--- src/rtl/hazard_ctrl.sv ---
// Pipeline sequencer for the 5-stage MIPS: stalls, flushes, memory freeze and HALT handling.
// Optional HAZ_PERF_CNT_EN adds stall_count / flush_count performance counters.
module hazard_ctrl #(
    parameter int REG_AW       = 5,
    parameter int FLUSH_CYCLES = 1,
    parameter int MEM_TIMEOUT  = 255
) (
    input  logic              clk,
    input  logic              reset,
    input  logic [REG_AW-1:0] id_rs,
    input  logic [REG_AW-1:0] id_rt,
    input  logic              id_uses_rs,
    input  logic              id_uses_rt,
    input  logic              id_halt,
    input  logic              ex_memread,
    input  logic [REG_AW-1:0] ex_rt,
    input  logic              branch_taken,
    input  logic              mem_busy,
    input  logic              resume,
`ifdef HAZ_PERF_CNT_EN
    output logic [31:0]       stall_count,
    output logic [31:0]       flush_count,
`endif
    output logic              pc_we,
    output logic              if_id_le,
    output logic              if_id_clear,
    output logic              id_ex_bubble,
    output logic              back_le,
    output logic              halted,
    output logic              mem_timeout
);
    typedef enum logic [1:0] {RUN, FLUSH, MEMWAIT, HALTED} state_t;

    localparam logic [3:0]  FLUSH_INIT = 4'(FLUSH_CYCLES - 1);
    localparam logic [15:0] TO_M1      = 16'(MEM_TIMEOUT - 1);

    state_t      state, ret_state, eff_state, nxt_state;
    logic [3:0]  flush_cnt, nxt_flush;
    logic [15:0] busy_cnt;
    logic        to_reg;
    logic        load_use;

    assign load_use = ex_memread && (ex_rt != '0) &&
                      ((id_uses_rs && id_rs == ex_rt) || (id_uses_rt && id_rt == ex_rt));

    // Leaving MEMWAIT, the cycle behaves as the state that was interrupted.
    assign eff_state = (state == MEMWAIT) ? ret_state : state;

    always_comb begin
        pc_we        = 1'b1;
        if_id_le     = 1'b1;
        if_id_clear  = 1'b0;
        id_ex_bubble = 1'b0;
        back_le      = 1'b1;
        nxt_state    = eff_state;
        nxt_flush    = flush_cnt;
        if (mem_busy) begin
            pc_we     = 1'b0;
            if_id_le  = 1'b0;
            back_le   = 1'b0;
            nxt_state = MEMWAIT;
        end else begin
            case (eff_state)
                HALTED: begin
                    pc_we        = 1'b0;
                    if_id_le     = 1'b0;
                    id_ex_bubble = 1'b1;
                    nxt_state    = resume ? RUN : HALTED;
                end
                FLUSH: begin
                    if_id_clear = 1'b1;
                    if (branch_taken) begin
                        nxt_flush = FLUSH_INIT;
                        nxt_state = (FLUSH_INIT != '0) ? FLUSH : RUN;
                    end else begin
                        nxt_flush = (flush_cnt == '0) ? '0 : flush_cnt - 4'd1;
                        nxt_state = (flush_cnt <= 4'd1) ? RUN : FLUSH;
                    end
                end
                default: begin
                    if (branch_taken) begin
                        if_id_clear = 1'b1;
                        nxt_flush   = FLUSH_INIT;
                        nxt_state   = (FLUSH_INIT != '0) ? FLUSH : RUN;
                    end else if (load_use) begin
                        pc_we        = 1'b0;
                        if_id_le     = 1'b0;
                        id_ex_bubble = 1'b1;
                    end else if (id_halt) begin
                        nxt_state = HALTED;
                    end
                end
            endcase
        end
        if (!reset) begin
            pc_we        = 1'b0;
            if_id_le     = 1'b0;
            if_id_clear  = 1'b1;
            id_ex_bubble = 1'b1;
            back_le      = 1'b0;
        end
    end

    assign halted      = reset && (state == HALTED);
    // Timeout is visible in the same cycle the counter reaches the limit.
    assign mem_timeout = reset && (to_reg || (mem_busy && busy_cnt == TO_M1));

    always_ff @(posedge clk or negedge reset) begin
        if (!reset) begin
            state     <= RUN;
            ret_state <= RUN;
            flush_cnt <= '0;
            busy_cnt  <= '0;
            to_reg    <= 1'b0;
        end else begin
            state     <= nxt_state;
            flush_cnt <= nxt_flush;
            if (mem_busy) begin
                if (state != MEMWAIT) ret_state <= state;
                if (busy_cnt != 16'hFFFF) busy_cnt <= busy_cnt + 16'd1;
                if (busy_cnt == TO_M1) to_reg <= 1'b1;
            end else begin
                busy_cnt <= '0;
            end
        end
    end

`ifdef HAZ_PERF_CNT_EN
    always_ff @(posedge clk or negedge reset) begin
        if (!reset) begin
            stall_count <= '0;
            flush_count <= '0;
        end else begin
            if (!pc_we)      stall_count <= stall_count + 32'd1;
            if (if_id_clear) flush_count <= flush_count + 32'd1;
        end
    end
`endif
endmodule

--- config.mk ---
export PLATFORM = sky130hd
export DESIGN_NAME = hazard_ctrl
export DESIGN_NICKNAME = d
export VERILOG_FILES = /design/src/rtl/hazard_ctrl.sv
export SDC_FILE = /design/constraint.sdc
export NUM_CORES = 1
export LEC_CHECK = 0
export CORE_MARGIN = 2
export CORE_UTILIZATION = 55
export CTS_BUF_LIST = sky130_fd_sc_hd__clkbuf_4 sky130_fd_sc_hd__clkbuf_8
export DETAILED_ROUTE_END_ITERATION = 6
export GPL_ROUTABILITY_DRIVEN = 0
export PLACE_DENSITY = 0.84
export REMOVE_ABC_BUFFERS = 1
export SLEW_MARGIN = 20
export SYNTH_ARGS = -nofsm -noshare
export SYNTH_HDL_FRONTEND = slang
export SYNTH_SLANG_ARGS = --single-unit
--- constraint.sdc ---
create_clock -name clk -period 5.3 [get_ports clk]
set_input_delay 1.325 -clock clk [delete_from_list [all_inputs] [get_ports clk]]
set_output_delay 1.325 -clock clk [all_outputs]
set_load 0.03 [all_outputs]
* After elaboration in Yosys (flattened, before gate mapping)
Index checks and enable logic that the tools add are counted.
Widths: inputs -> output; s select.
** Storage, ports and cells
- Register bits :: 25
- Word-level logic and storage cells :: 66
- Input bits :: 24
- Output and inout bits :: 7
** Operators by class
- Muxes and demuxes :: 31
- $add $sub $neg :: 2
- Bitwise operators :: 2
- Reductions and logical operators :: 15
- Equality and inequality tests :: 10
- $lt $le $gt $ge :: 1
** Operators by type and width (number)
- $mux 16 :: 2
- $add 16x1->16 const B :: 1
- $eq 16x8->1 const B :: 1
- $ne 16x16->1 const B :: 1
- $mux 1 :: 15
- $mux 2 :: 6
- $mux 4 :: 3
- $eq 5x5->1 :: 2
- $pmux 4 s2 :: 1
- $logic_and 1x1->1 :: 7
- $eq 2x2->1 const B :: 3
- $pmux 1 s2 :: 3
- $reduce_bool 5->1 :: 1
- $le 4x1->1 const B :: 1
- $logic_not 4->1 :: 1
- $pmux 2 s2 :: 1
- $reduce_and 2->1 :: 2
- $sub 4x1->4 const B :: 1
- $reduce_and 3->1 :: 1
- $eq 2x1->1 const B :: 1
- $logic_or 1x1->1 :: 2
- $ne 2x1->1 const B :: 1
- $ne 2x2->1 const B :: 1
- $not 1->1 :: 2
- $reduce_bool 2->1 :: 1

* Depth between registers and ports, before layout
Gate-level depths: netlist of run 1.
- Depth in word-level cells :: 9
- Depth in mapped cells :: 6
- Depth with buffers taken out :: 6

* Least setup slack after synthesis of run 1
No wires, ideal clock.
- Path type :: input to output
- Start point :: input port ex_rt[1]
- End point :: output port pc_we
- Cell stages on the path :: 5
- Path slack :: 0.947 ns
- Required time :: 3.975 ns
- Path buffers :: 1
- Arrival time :: 3.028 ns
- Cells stage by stage :: or4_1 > o21ai_0 > inv_1 > a31oi_1 > buf_4
** On the way
- Longest elaborated chain between the ends :: 9
- Elaborated cells on any way between the ends :: 13
- Classes of those cells :: 2 x eq/ne; 5 x mux; 6 x reduce/logical
** Ends and longest elaborated chain
- start, declared :: line 16 : input logic [REG_AW-1:0] ex_rt,
- $eq 5x5->1 :: line 44 : ((id_uses_rs && id_rs == ex_rt) || (id_uses_rt && id_rt == ex_rt));
- $logic_and 1x1->1 :: line 44
- $logic_or 1x1->1 :: line 44
- $logic_and 1x1->1 * :: line 43 : assign load_use = ex_memread && (ex_rt != '0) &&
- $mux 1 * (2 in a row)
- $pmux 1 s2 *
- $mux 1 * (2 in a row)
- end, declared :: line 24 : output logic pc_we,
Mark *: on every way between the ends. The rest lies on a longest branch, timed or not.

* Worst setup path after layout of run 1
- Start point :: input port ex_rt[1]
- End point :: output port pc_we
** On the way
- Longest elaborated chain between the ends :: 9
- Elaborated cells on any way between the ends :: 13
- Classes of those cells :: 2 x eq/ne; 5 x mux; 6 x reduce/logical
** Ends and longest elaborated chain
- $eq 5x5->1 :: line 44
- $logic_and 1x1->1 :: line 44
- $logic_or 1x1->1 :: line 44
- $logic_and 1x1->1 * :: line 43
- $mux 1 * :: line 85 : end else if (load_use) begin
- $mux 1 * :: line 81 : if (branch_taken) begin
- $pmux 1 s2 * :: line 63 : case (eff_state)
- $mux 1 * :: line 57 : if (mem_busy) begin
- $mux 1 * :: line 95 : if (!reset) begin
Marks and branches as above.

==> impl_results.md, run 1 <==
* Max Used Layer: met4
* Hold buffer count at CTS at 0
* Worst r2r src: busy_cnt[1]$_DFFE_PN0P_
* Overall power of the completed layout at just under 400 µW
* Cell area after synthesis at about 1700 µm²
* Worst min-delay path class: flip-flop to flip-flop
* Number of H-tree branching levels at 1
* Worst hold path startpoint: to_reg$_DFFE_PN0P_
* Worst endpoint data arrival time at 3.66 ns
* Post-synthesis cell count at between 150 and 200
* Post-synthesis area per instance at ~9.0 µm²
* Detailed-route wire length on metal 1 at ~1700 µm
* Clock tree from TritonCTS: done
* Shortest period the worst path allows at approximately 5 ns
* CTS clock-pin slew for the worst setup and hold paths at ~0.13 ns
* Status: finished, final reports clean
* Source-to-sink clock delay at the later pin of the worst-skew pair at just over 0.3 ns
* Flip-flop and latch count after synthesis at 25
* Number of distinct library cell variants in the gate-level netlist after synthesis at 49
* Registers with the highest flip-flop counts: busy_cnt (16), flush_cnt (4)
* Maximum number of pins on one net before global-route repair at 23
* Core region area at around 2800 µm²
* Dpl cells at 240
* Slew at the pin closest to its max-slew limit at between 0.6 and 0.7 ns
* Standby leakage power at ~0.00085 µW
* Flip-flop count of the largest register after layout at 16
* Die Wd at about 59 µm
* Resized Gates After CTS at 0
* IO Count at 31
* Critical path type: input port to output pin
* Commonest cells after routing, fill and taps aside: sky130_fd_sc_hd__clkdlybuf4s50_1, sky130_fd_sc_hd__dfrtp_1, sky130_fd_sc_hd__nand2_1, sky130_fd_sc_hd__o21ai_0, sky130_fd_sc_hd__a21oi_1
* Final worst-path cycle share at 0.940
* Setup violation total in the final timing report at 0
* CTS Sinks at 25
* Bufs on Longest Clock Path at 2
* Yosys Warn Count at 0
* Worst setup path startpoint: ex_rt[1]
* WL met2 at approximately 1900 µm
* Required time of the worst setup path at between 3 and 4 ns
* Iteration-0 DRC count of the detailed router at about 180
* Wire length of the first global-routing pass at ~6500 µm
* Primary flip-flop cell chosen by synthesis mapping: sky130_fd_sc_hd__dfrtp_1
* EDFF count, synth at 0
* Via-to-Cell Ratio at approximately 6.3
* Count of final max-slew check failures at 0
* Antenna violations before repair at 0
* Count of placed standard cells in the final layout, fillers left out at roughly 240
* Via count at around 1500
* Root buffer selected by CTS: sky130_fd_sc_hd__clkbuf_4
* Biggest register: busy_cnt
* Unrepaired setup endpoints after global routing: no
* Clk_skew at between 0.006 and 0.007 ns
* Post-CTS repair timing setup buffer count at 0
* Top achievable clock speed at between 200 and 250 MHz
* Fill cell instance count of the final layout at between 200 and 250
* Global-route usage over all layers at 0.244
* Routed WL at ~3800 µm
* Worst slew margin at 0.587
* Die extent in y at 58.8 µm
* Number of cell rows at 19
* Startpoint type of the worst setup path: input port
* Clock buffer count from CTS at 3
* Setup TNS at 0 ns
* DRC at 0
* Critical Path End Type: output pin
* Antenna Violating Nets Remaining at 0
* Number of global-route vias before repair at ~1500
* Most common library cell in the layout ignoring fill and taps: sky130_fd_sc_hd__clkdlybuf4s50_1
* Net count of the finished layout at between 200 and 250
* Fraction of final layout cells with drive strength greater than 1 at 0.0939
* Max-cap violations at 0
* Sequential element share of the synthesized area at 0.379
* Crit-path max FO at 3
* PD cells at 198 nW/µm²
* Detail Placement HPWL at ~2900 µm
* Final Hold Vio Count at 0
* Starting density of the core at 0.589
* Number of search-and-repair iterations in the first detailed-routing pass at 4
* Routed wire length per instance at about 16 µm
* Proportion of synthesized flip-flops having asynchronous set or reset at 1.00
* DIE AREA at approximately 3500 µm²
* Maximum resistive drop on vdd at about 140 µV
* Total global routing overflow at 0
* Area growth from synthesis to final layout at 21.3%
* Total length of routed met3 wires at roughly 230 µm
* Number of inserted diodes at 0
* Count of buffers from port buffering at 30
==> per-layer routing <==
metal,vias to the layer above,global-route usage
li1,734,-
met1,729,0.338
met2,61,0.406
met3,6,0.0308
met4,0,0.0649
met5,-,0
==> metrics by stage <==
| step | instance area, µm² | util | hold WS, ns | setup WS [ns] |
|---|---|---|---|---|
| floorplan | 1610 | - | 0.417 | 0.835 |
| global placement | 1970 | 0.704 | 0.437 | 0.368 |
| detailed placement | 1970 | 0.704 | 0.458 | 0.327 |
| CTS | 2000 | 0.715 | 0.485 | 0.306 |
| global route | 2000 | 0.715 | 0.509 | 0.175 |
| finish | 2000 | 0.715 | 0.487 | 0.318 |
==> cells by family after synthesis <==
kind of cell	synth area share
muxes	0.0371
xor gates and xnor gates	0.0530
AOI/OAI and AO/OA	0.214
adders and majority gates	0.0151
and+or+nand+nor	0.248
DFF	0.379
buffers and inverters	0.0538
==> cell usage after synthesis (3+ instances only) <==
master,n,share of area
sky130_fd_sc_hd__and2_1,4,0.015
sky130_fd_sc_hd__nor2_1,3,0.0068
sky130_fd_sc_hd__nand2b_1,4,0.015
sky130_fd_sc_hd__inv_1,10,0.023
sky130_fd_sc_hd__a31oi_1,4,0.015
sky130_fd_sc_hd__dfrtp_1,25,0.38
sky130_fd_sc_hd__xnor2_1,10,0.053
sky130_fd_sc_hd__nand4_1,4,0.015
sky130_fd_sc_hd__a211oi_1,4,0.018
sky130_fd_sc_hd__o21ai_0,15,0.045
sky130_fd_sc_hd__mux2i_1,5,0.030
sky130_fd_sc_hd__nand2_1,21,0.048
sky130_fd_sc_hd__clkbuf_1,5,0.011
sky130_fd_sc_hd__nor3_1,10,0.030
sky130_fd_sc_hd__a21oi_1,11,0.033
sky130_fd_sc_hd__a21o_1,4,0.018
sky130_fd_sc_hd__and3_1,3,0.011
==> final cells by class <==
type                            instances  area [µm²]  area share
Multi-Input combinational cell        139         938       0.468
Sequential cell                        25         626       0.312
Timing Repair Buffer                   34         330       0.165
Inverter                               11        41.3      0.0206
Tap cell                               31        38.8      0.0194
Clock buffer                            4        30.0      0.0150
==> report_power, final <==
| part | internal, µW | switching, µW |
|---|---|---|
| combinational | 46.5 | 47.9 |
| clock | 34.5 | 56.4 |
| sequential | 199 | 12.4 |
==> critical path, stage by stage <==
cell and delay, ns:
sky130_fd_sc_hd__clkdlybuf4s50_1 0.46, sky130_fd_sc_hd__or4_1 0.54, sky130_fd_sc_hd__o21ai_0 0.30, sky130_fd_sc_hd__inv_1 0.11, sky130_fd_sc_hd__a31oi_1 0.22, sky130_fd_sc_hd__clkdlybuf4s50_1 0.70
==> path summary, 6_finish.rpt <==
| kind | to | slack [ns] | cells after the start |
|---|---|---|---|
| min in group asynchronous | flush_cnt[0]$_DFFE_PN0P_ | 1.45 | 2 |
| max reg2reg | busy_cnt[8]$_DFFE_PN0P_ | 3.42 | 4 |
| min | to_reg$_DFFE_PN0P_ | 0.49 | 1 |
| max | pc_we | 0.32 | 6 |
| min reg2reg | to_reg$_DFFE_PN0P_ | 0.49 | 1 |
| max in group asynchronous | busy_cnt[14]$_DFFE_PN0P_ | 3.44 | 3 |
Power figures use the tool's default switching activity.
==> run 2, diff against run 1 <==
--- a/config.mk
+++ b/config.mk
@@ -5,12 +5,12 @@
 export SDC_FILE = /design/constraint.sdc
 export NUM_CORES = 1
 export LEC_CHECK = 0
-export CORE_MARGIN = 2
-export CORE_UTILIZATION = 55
+export ABC_CLOCK_PERIOD_IN_PS = 5100
+export CORE_UTILIZATION = 54
 export CTS_BUF_LIST = sky130_fd_sc_hd__clkbuf_4 sky130_fd_sc_hd__clkbuf_8
 export DETAILED_ROUTE_END_ITERATION = 6
 export GPL_ROUTABILITY_DRIVEN = 0
-export PLACE_DENSITY = 0.84
+export PLACE_DENSITY = 0.82
 export REMOVE_ABC_BUFFERS = 1
 export SLEW_MARGIN = 20
 export SYNTH_ARGS = -nofsm -noshare
==> constraint.sdc (replaced) <==
create_clock -name clk -period 5.1 [get_ports clk]
set_input_delay 1.275 -clock clk [delete_from_list [all_inputs] [get_ports clk]]
set_output_delay 1.275 -clock clk [all_outputs]
set_load 0.03 [all_outputs]
==> run 2 against run 1 <==
The flow now finishes with violations (DRC). Hold slack got worse by 0.0094 ns. Die area shrank 5.0%. Clock-buffer cell count shrank 1. Clock power grew 2%. Sequential power rose by 4%. First-iteration DRC count fell by 55%. Cell area shrank 0.25%. Utilization is 0.78 points lower. Register-to-register slack got worse by 0.15 ns. Via count is 2.1% lower. Worst setup slack got worse by 0.14 ns. Largest power group unchanged. Flip-flop and latch count stayed put.
==> impl_results.md, run 2 (synthesis results as in run 1) <==
* Setup violation total in the final timing report at 0 (unchanged)
* Worst min-delay path class: flip-flop to flip-flop
* Maximum resistive drop on vdd at 182 µV (+26%)
* Core region area at 2830 µm² (+0.85%)
* Wire length of the first global-routing pass at 6600 µm (+0.95%)
* Registers with the highest flip-flop counts: busy_cnt (16), flush_cnt (4)
* Critical path type: input port to output pin
* Clock buffer count from CTS at 3 (unchanged)
* Die Wd at 57.3 µm (-2.5%)
* Count of final max-slew check failures at 0 (unchanged)
* CTS Sinks at 25 (unchanged)
* Bufs on Longest Clock Path at 2 (unchanged)
* Source-to-sink clock delay at the later pin of the worst-skew pair at 0.32 ns (about the same)
* Max-cap violations at 0 (unchanged)
* Setup WS post-layout at 0.178 ns (-0.140 ns)
* Unrepaired setup endpoints after global routing: no
* Iteration-0 DRC count of the detailed router at 79 (-55%)
* Commonest cells after routing, fill and taps aside: sky130_fd_sc_hd__clkdlybuf4s50_1, sky130_fd_sc_hd__dfrtp_1, sky130_fd_sc_hd__nand2_1, sky130_fd_sc_hd__o21ai_0, sky130_fd_sc_hd__a21oi_1
* Detail Placement HPWL at 2900 µm (+0.50%)
* Antenna violations before repair at 0 (unchanged)
* Area growth from synthesis to final layout at 21.0%
* Standby leakage power at 0.000853 µW (+0.62%)
* Post-CTS repair timing setup buffer count at 0 (unchanged)
* Top achievable clock speed at between 200 and 250 MHz
* Number of global-route vias before repair at 1511 (+3.6%)
* Via count at 1498 (-2.1%)
* Number of inserted diodes at 0 (unchanged)
* PD cells at 205 nW/µm² (+3.6%)
* Starting density of the core at 0.584 (-0.00495)
* Crit-path max FO at 3 (unchanged)
* Worst slew margin at 0.621 (+0.0345)
* Area taken by multi-input logic gates at 938 µm² (unchanged)
* Global-route usage over all layers at 0.256 (+0.0118)
* Count of buffers from port buffering at 30 (unchanged)
* Total global routing overflow at 0 (unchanged)
* Final Hold Vio Count at 0 (unchanged)
* DIE AREA at 3290 µm² (-5.0%)
* Startpoint type of the worst setup path: input port
* Fill cell instance count of the final layout at 213 (-8.2%)
* Post-placement worst setup slack at 0.157 ns (-0.171 ns)
* Fraction of final layout cells with drive strength greater than 1 at 0.0896 (-0.00427)
* CTS clock-pin slew for the worst setup and hold paths at 0.14 ns (about the same)
* Clk_skew at 0.00255 ns (-0.00405 ns)
* Failing checks: DRC
* Clock tree from TritonCTS: done
* Worst endpoint data arrival time at 3.65 ns (about the same)
* Antenna Violating Nets Remaining at 0 (unchanged)
* DRC at 1 (+1)
* Biggest register: busy_cnt
* Root buffer selected by CTS: sky130_fd_sc_hd__clkbuf_4
* Number of H-tree branching levels at 1 (unchanged)
* Final worst-path cycle share at 0.965
* Sequential Area at 626 µm² (unchanged)
* Flip-flop count of the largest register after layout at 16 (unchanged)
* Net count of the finished layout at 239 (-0.42%)
* Critical Path End Type: output pin
* Number of search-and-repair iterations in the first detailed-routing pass at 6 (+2)
* IO Count at 31 (unchanged)
* Most common library cell in the layout ignoring fill and taps: sky130_fd_sc_hd__clkdlybuf4s50_1
* Required time of the worst setup path at 3.83 ns (-0.14 ns)
* Shortest period the worst path allows at roughly 4.9 ns
* Routed WL at 3700 µm (-3.0%)
* Number of cell rows at 19 (unchanged)
* Via-to-Cell Ratio at 6.16 (-1.7%)
* Routed wire length per instance at 15.2 µm (-2.6%)
* Setup TNS at 0 ns (unchanged)
* Slew at the pin closest to its max-slew limit at 0.564 ns (-0.0514 ns)
* Status: finished with violations
* Hold Worst Slack at 0.478 ns (-0.00940 ns)
* Die extent in y at 57.3 µm (-2.5%)
* Maximum number of pins on one net before global-route repair at 29 (+26%)
[run 2: changes by cell type in the layout (fill, tap and decap cells not counted)]
cell | before | now
sky130_fd_sc_hd__clkinvlp_4 | 0 | 1
sky130_fd_sc_hd__buf_4 | 4 | 3
sky130_fd_sc_hd__clkbuf_4 | 4 | 3
sky130_fd_sc_hd__clkdlybuf4s50_1 | 30 | 29
sky130_fd_sc_hd__dlymetal6s2s_1 | 0 | 1
[run 2: report_power, final]
part	leakage, µW	switching (µW)	internal [µW]	total [µW]
Combinational	0.000497	49.6	47.6	97.2
Sequential	0.000341	13.2	206	220
Clock	0.0000139	62.8	30.0	92.8
[run 2: per-layer routing]
| metal | track usage | part of all wire | vias to the layer above | routed length (µm) |
|---|---|---|---|---|
| li1 | - | - | 735 | - |
| met1 | 0.324 | 0.44 | 726 | 1650 |
| met2 | 0.445 | 0.50 | 28 | 1870 |
| met3 | 0.0385 | 0.030 | 9 | 111 |
| met4 | 0.0941 | 0.021 | 0 | 78 |
| met5 | 0 | 0 | - | 0 |
[run 2: path summary, 6_finish.rpt]
path	startpoint	end	slack, ns	depth (start not counted)
worst max-delay path	ex_rt[1]	pc_we	0.18	6
max in group asynchronous	reset	busy_cnt[14]$_DFFE_PN0P_	3.40	2
worst min-delay path	to_reg$_DFFE_PN0P_	to_reg$_DFFE_PN0P_	0.48	1
worst max register to register	busy_cnt[1]$_DFFE_PN0P_	busy_cnt[8]$_DFFE_PN0P_	3.27	4
min in group asynchronous	reset	busy_cnt[2]$_DFFE_PN0P_	1.44	2
worst min register to register	to_reg$_DFFE_PN0P_	to_reg$_DFFE_PN0P_	0.48	1
[run 2: what timing repair did]
action | CTS | global route
endpoints found under the setup margin | 0 | 2
hold buffers | 0 | 0
resized for setup | 0 | 1
[run 2: final cells by class]
| type | count | area share |
|---|---|---|
| Clock inverter | 1 | 0.00375 |
| Inverter | 11 | 0.0207 |
| Sequential cell | 25 | 0.313 |
| Clock buffer | 3 | 0.0113 |
| Multi-Input combinational cell | 139 | 0.469 |
| Tap cell | 31 | 0.0194 |
| Timing Repair Buffer | 33 | 0.163 |
[run 2: stage by stage]
step           area [µm²]  cells   util  power, µW
3_3_place_gp         1970    239  0.695        316
4_1_cts              2000    243  0.706        411
3_5_place_dp         1970    239  0.695        320
2_1_floorplan        1610    175      -        273
5_1_grt              2000    243  0.707        431
6_report             2000    243  0.707        410
[run 2: critical path, stage by stage]
cell                              delay [ns]
sky130_fd_sc_hd__clkdlybuf4s50_1        0.47
sky130_fd_sc_hd__or4_1                  0.54
sky130_fd_sc_hd__o21ai_0                0.33
sky130_fd_sc_hd__inv_1                  0.10
sky130_fd_sc_hd__a31oi_1                0.22
sky130_fd_sc_hd__clkdlybuf4s50_1        0.71
